[src/rtl/serial_adder_8_bits_if.sv]
// Operand/result bundle for the bit-serial adder.
// The v port exists only when SERIAL_ADDER_OVF_EN is defined.
interface serial_adder_8_bits_if #(
    parameter int WIDTH = 8
);
    logic             start;
    logic [WIDTH-1:0] x;
    logic [WIDTH-1:0] y;
    logic             z;
    logic             busy;
    logic             done;
    logic [WIDTH-1:0] s;
    logic             c;
`ifdef SERIAL_ADDER_OVF_EN
    logic             v;
`endif

    modport master (
        output start, x, y, z,
        input  busy, done, s, c
`ifdef SERIAL_ADDER_OVF_EN
        , input v
`endif
    );

    modport slave (
        input  start, x, y, z,
        output busy, done, s, c
`ifdef SERIAL_ADDER_OVF_EN
        , output v
`endif
    );
endinterface

[src/rtl/serial_adder_8_bits.sv]
// Bit-serial ripple-carry adder: one full-adder cell, one carry flop, WIDTH cycles per add.
// Define SERIAL_ADDER_OVF_EN to add the registered signed-overflow output v.
module serial_adder_8_bits #(
    parameter int WIDTH = 8
) (
    input logic                  clk,
    input logic                  rst_n,
    serial_adder_8_bits_if.slave bus
);
    localparam int CW = $clog2(WIDTH);

    typedef enum logic [1:0] {
        IDLE = 2'd0,
        RUN  = 2'd1,
        DONE = 2'd2
    } state_t;

    state_t           state_q, state_d;
    logic [WIDTH-1:0] a_q, b_q, res_q, s_q;
    logic             cy_q, c_q;
    logic [CW-1:0]    cnt_q;
    logic             accept, last_bit;
    logic             sum_bit, carry_nxt;
`ifdef SERIAL_ADDER_OVF_EN
    logic             v_q;
`endif

    // The single full-adder cell shared by every bit position.
    assign sum_bit   = a_q[0] ^ b_q[0] ^ cy_q;
    assign carry_nxt = (a_q[0] & b_q[0]) | (a_q[0] & cy_q) | (b_q[0] & cy_q);

    // NOTE: every output of this block gets a default first, so no path can infer a latch.
    always_comb begin
        state_d  = state_q;
        accept   = 1'b0;
        last_bit = 1'b0;
        case (state_q)
            IDLE: begin
                if (bus.start) begin
                    accept  = 1'b1;
                    state_d = RUN;
                end
            end
            RUN: begin
                if (cnt_q == CW'(WIDTH - 1)) begin
                    last_bit = 1'b1;
                    state_d  = DONE;
                end
            end
            DONE: begin
                if (bus.start) begin
                    accept  = 1'b1;
                    state_d = RUN;
                end else begin
                    state_d = IDLE;
                end
            end
            default: state_d = IDLE;
        endcase
    end

    // NOTE: sequential state uses non-blocking assignments so all flops update from pre-edge values.
    always_ff @(posedge clk or negedge rst_n) begin
        if (!rst_n) state_q <= IDLE;
        else        state_q <= state_d;
    end

    // NOTE: the datapath is only a handful of flops, so all of it is reset; an aborted add leaves no residue.
    always_ff @(posedge clk or negedge rst_n) begin
        if (!rst_n) begin
            a_q   <= '0;
            b_q   <= '0;
            res_q <= '0;
            s_q   <= '0;
            cy_q  <= 1'b0;
            c_q   <= 1'b0;
            cnt_q <= '0;
`ifdef SERIAL_ADDER_OVF_EN
            v_q   <= 1'b0;
`endif
        end else if (accept) begin
            a_q   <= bus.x;
            b_q   <= bus.y;
            cy_q  <= bus.z;
            cnt_q <= '0;
        end else if (state_q == RUN) begin
            a_q   <= a_q >> 1;
            b_q   <= b_q >> 1;
            cy_q  <= carry_nxt;
            res_q <= {sum_bit, res_q[WIDTH-1:1]};
            cnt_q <= cnt_q + CW'(1);
            // Publish only on the final bit so s never shows a partial result.
            if (last_bit) begin
                s_q <= {sum_bit, res_q[WIDTH-1:1]};
                c_q <= carry_nxt;
`ifdef SERIAL_ADDER_OVF_EN
                v_q <= cy_q ^ carry_nxt;
`endif
            end
        end
    end

    assign bus.busy = (state_q == RUN);
    assign bus.done = (state_q == DONE);
    assign bus.s    = s_q;
    assign bus.c    = c_q;
`ifdef SERIAL_ADDER_OVF_EN
    assign bus.v    = v_q;
`endif
endmodule
[src/flat_wrapper.sv]
// flat-port wrapper written by rule: the top's interface ports become plain ports
module serial_adder_8_bits_flat 
#(
    parameter int WIDTH = 8
)
  (clk, rst_n, bus_start, bus_x, bus_y, bus_z, bus_busy, bus_done, bus_s, bus_c);
  serial_adder_8_bits_if #(.WIDTH(WIDTH)) bus_i ();
  input logic clk;
  input logic rst_n;
  input wire logic [$bits(bus_i.start)-1:0] bus_start;
  input wire logic [$bits(bus_i.x)-1:0] bus_x;
  input wire logic [$bits(bus_i.y)-1:0] bus_y;
  input wire logic [$bits(bus_i.z)-1:0] bus_z;
  output wire logic [$bits(bus_i.busy)-1:0] bus_busy;
  output wire logic [$bits(bus_i.done)-1:0] bus_done;
  output wire logic [$bits(bus_i.s)-1:0] bus_s;
  output wire logic [$bits(bus_i.c)-1:0] bus_c;
  assign bus_i.start = bus_start;
  assign bus_i.x = bus_x;
  assign bus_i.y = bus_y;
  assign bus_i.z = bus_z;
  assign bus_busy = bus_i.busy;
  assign bus_done = bus_i.done;
  assign bus_s = bus_i.s;
  assign bus_c = bus_i.c;
  serial_adder_8_bits #(.WIDTH(WIDTH)) u_core (.clk(clk), .rst_n(rst_n), .bus(bus_i));
endmodule
[config.mk]
export PLATFORM = sky130hd
export DESIGN_NAME = serial_adder_8_bits_flat
export DESIGN_NICKNAME = d
export VERILOG_FILES = /design/src/rtl/serial_adder_8_bits_if.sv /design/src/rtl/serial_adder_8_bits.sv /design/src/flat_wrapper.sv
export SDC_FILE = /design/constraint.sdc
export NUM_CORES = 1
export LEC_CHECK = 0
export CORE_MARGIN = 2
export CORE_UTILIZATION = 55
export DETAILED_ROUTE_END_ITERATION = 8
export GPL_TIMING_DRIVEN = 0
export MAX_ROUTING_LAYER = met4
export PLACE_DENSITY = 0.83
export SYNTH_ARGS = -nofsm -noshare
export SYNTH_HDL_FRONTEND = slang
export SYNTH_SLANG_ARGS = --single-unit
[constraint.sdc]
create_clock -name clk -period 2.3 [get_ports clk]
set_input_delay 0.23 -clock clk [delete_from_list [all_inputs] [get_ports clk]]
set_output_delay 0.23 -clock clk [all_outputs]
set_load 0.005 [all_outputs]
==> out/qor.yml <==
fin_skew_ps: 6.95
port_buffers: 30
synth_compound_area_share_pct: 9.40
wl_um: 3400
dp_cells: 214
layout.nets: 211
r2r-end: "u_core.bus.s[7]$_DFFE_PN0P_"
fin_tns_setup_ps: 0
cts_resized: 0
syn-cell-area_um2: 1720
num_rows: 20
num_io_pins: 31
gp_congestion: 0.738
cp-start-kind: "flip-flop"
max_slew_margin_pct: 45.2
cts_made_buffers: 5
clkTransAtPathRegs_ps: 110
synthXorXnorAreaFrac_pct: 0.510
syn-num-nets: 174
first_global_vias: 1268
h-tree-depth: 2
yosysSeqAreaShare_pct: 55.4
cts_setup_buffers: 0
status: "finished, violations left"
r2r_start: "u_core.cnt_q[0]$_DFFE_PN0P_"
n_fill_cell: 223
vdd.ir_drop.worst_mv: 0.646
syn_inst: 151
setup_viol: 0
cts_sinks: 38
leakagePower_nw: 0.957
synth-seq-cells: 38
finalHoldWorstSlack_ps: -5.47
drive_above_1_share_pct: 17.5
synthSimpleGateAreaFrac_pct: 15.7
total_power_w: 0.00285
cp_max_fo: 10
viasPerCell: 5.62
fin_crit_sh_pct: 86.5
slew_viol_final: 0
first_pass_iters: 4
cts_root_buf: "clkbuf_4"
maxCapViolCount: 0
hold_buffers: 0
worstHoldPathType: "input pin to asynchronous set/reset pin"
final_cell_mix: "dfrtp_1, clkdlybuf4s50_1, nand2_1"
hold_viol_final: 13
drcViolationCount: 0
die_h_um: 59.9
end_kind: "output pin"
criticalPathCategory: "flip-flop to output pin"
cts_buffer_depth: 2
place_hpwl_um: 2430
vias: 1247
synth_top_family_by_area: "simple AND/OR/NAND/NOR gates"
final_common_cell: "dfrtp_1"
seq_area_um2: 951
multi_input_area_um2: 677
fp.dieArea_um2: 3590
ff2ff_setup_slack_ps: 800
core_um2: 3000
critPathMaxStageDelay_ps: 540
post-route-min-period_ps: 1990
syn_avg_cell_area_um2: 11.4
rsz0062_at_grt: "false"
cp_data_required_time_ps: 2070
muxShareOfSynthArea_pct: 11.1
cts_tree: "done"
antenna_cells: 0
dieWidth_um: 59.9
drt-wirelength-per-cell_um: 15.3
grt_usage_pct: 22.2
area_delta_synth_final_pct: 24.1
drt_iter0_drc: 33
crit_path_cell_trace: "nand2b_4 -> inv_6 -> buf_2 -> clkdlybuf4s50_1"
grt_max_degree: 39
crit_slowest_cell: "clkdlybuf4s50_1"
final_cells: 222
clock.fmax_mhz: 502
violations: "negative hold slack"
ys_warn_count: 0
power_density_nw_per_um2: 1340
synthAdderAreaFrac_pct: 2.62
insertion_delay_ps: 320
cp.arrival_ps: 1760
ant_nets: 0
r2r_cells: 4
start_util_pct: 57.2
grt_first_pass_wirelength_um: 5820
grt.overflow.total: 0
ys_types: 24
tightest_slew_ps: 821
antenna_found_initial: 0
-- cells by family (layout without fill, tap and decap cells) --
group,after synthesis,count (layout)
AO/OA/AOI/OAI,25,25
XOR/XNOR,1,1
adder cells (fa/ha/maj),3,3
buffers and inverters,11,49
flip-flops,38,38
multiplexers,17,17
AND/OR/NAND/NOR,56,56
-- synth_stat cells (all sizes together) --
library cell | count | area, um^2
a21oi | 5 | 25.0
o21ai | 2 | 10.0
ha | 2 | 25.0
a211oi | 5 | 37.5
dfrtp | 38 | 951
a22o | 3 | 26.3
buf | 9 | 77.6
nand2b | 2 | 27.5
nor2b | 7 | 43.8
nor3 | 10 | 50.1
mux2i | 6 | 60.1
nor2 | 11 | 41.3
nand3 | 2 | 10.0
o22ai | 10 | 62.6
inv | 2 | 12.5
fa | 1 | 20.0
mux2 | 11 | 131
xnor2 | 1 | 8.76
nand2 | 24 | 97.6
-- worst max path at each step --
stage	start	endpoint	slack, ps
2_1_floorplan	u_core.cnt_q[0]$_DFFE_PN0P_	u_core.cnt_q[2]$_DFFE_PN0P_	930
3_3_place_gp	rst_n	u_core.a_q[4]$_DFFE_PN0P_	200
3_5_place_dp	u_core.state_q[1]$_DFFE_PN0P_	bus_busy	660
4_1_cts	u_core.state_q[1]$_DFFE_PN0P_	bus_busy	290
5_1_grt	u_core.state_q[1]$_DFFE_PN0P_	bus_busy	230
6_report	u_core.state_q[1]$_DFFE_PN0P_	bus_busy	310
-- state kept, by name, summed over array words and instances, names as in the netlist --
name and cells:
u_core.a_q 8, u_core.b_q 8, u_core.bus.s 8, u_core.res_q 7
u_core.cnt_q 3, u_core.state_q 2, u_core.bus.c 1, u_core.cy_q 1
-- worst max-delay path: cells and delay by family (launching register included) --
family	cells	cell delay, ps
and+or+nand+nor	1	170
buffers and inverters	3	870
DFF	1	410
-- routing by layer --
metal | routed length (um) | share of wire, % | track usage [%] | vias to the layer above
li1 | - | - | - | 598
met5 | 0 | 0 | - | -
met4 | 77 | 2.3 | 8.57 | 0
met2 | 1800 | 53 | 37.0 | 27
met3 | 106 | 3.1 | 4.55 | 8
met1 | 1410 | 42 | 26.4 | 614
-- cell type report --
type / instances / area share [%]
Multi-Input combinational cell: 102 / 31.7
Sequential cell: 38 / 44.6
Clock buffer: 5 / 1.76
Clock inverter: 3 / 1.88
Tap cell: 33 / 1.94
Buffer: 9 / 3.64
Timing Repair Buffer: 30 / 13.8
Inverter: 2 / 0.587
-- metrics by stage --
stage / worst slack, ps / utilization (%) / cell area [um^2]
after floorplan: 930 / - / 1720
after detailed placement: 661 / 68.4 / 2050
after global routing: 225 / 71.0 / 2130
after global placement: 197 / 68.6 / 2060
after CTS: 293 / 71.0 / 2130
final: 310 / 71.0 / 2130
-- report_power, final --
part	leakage, nW	internal (W)	switching [W]
Sequential	0.463	0.000982	0.000216
Clock	0.0450	0.000225	0.000207
Combinational	0.449	0.000659	0.000557
Total	0.957	0.00187	0.000981
Power figures use the tool's default switching activity.
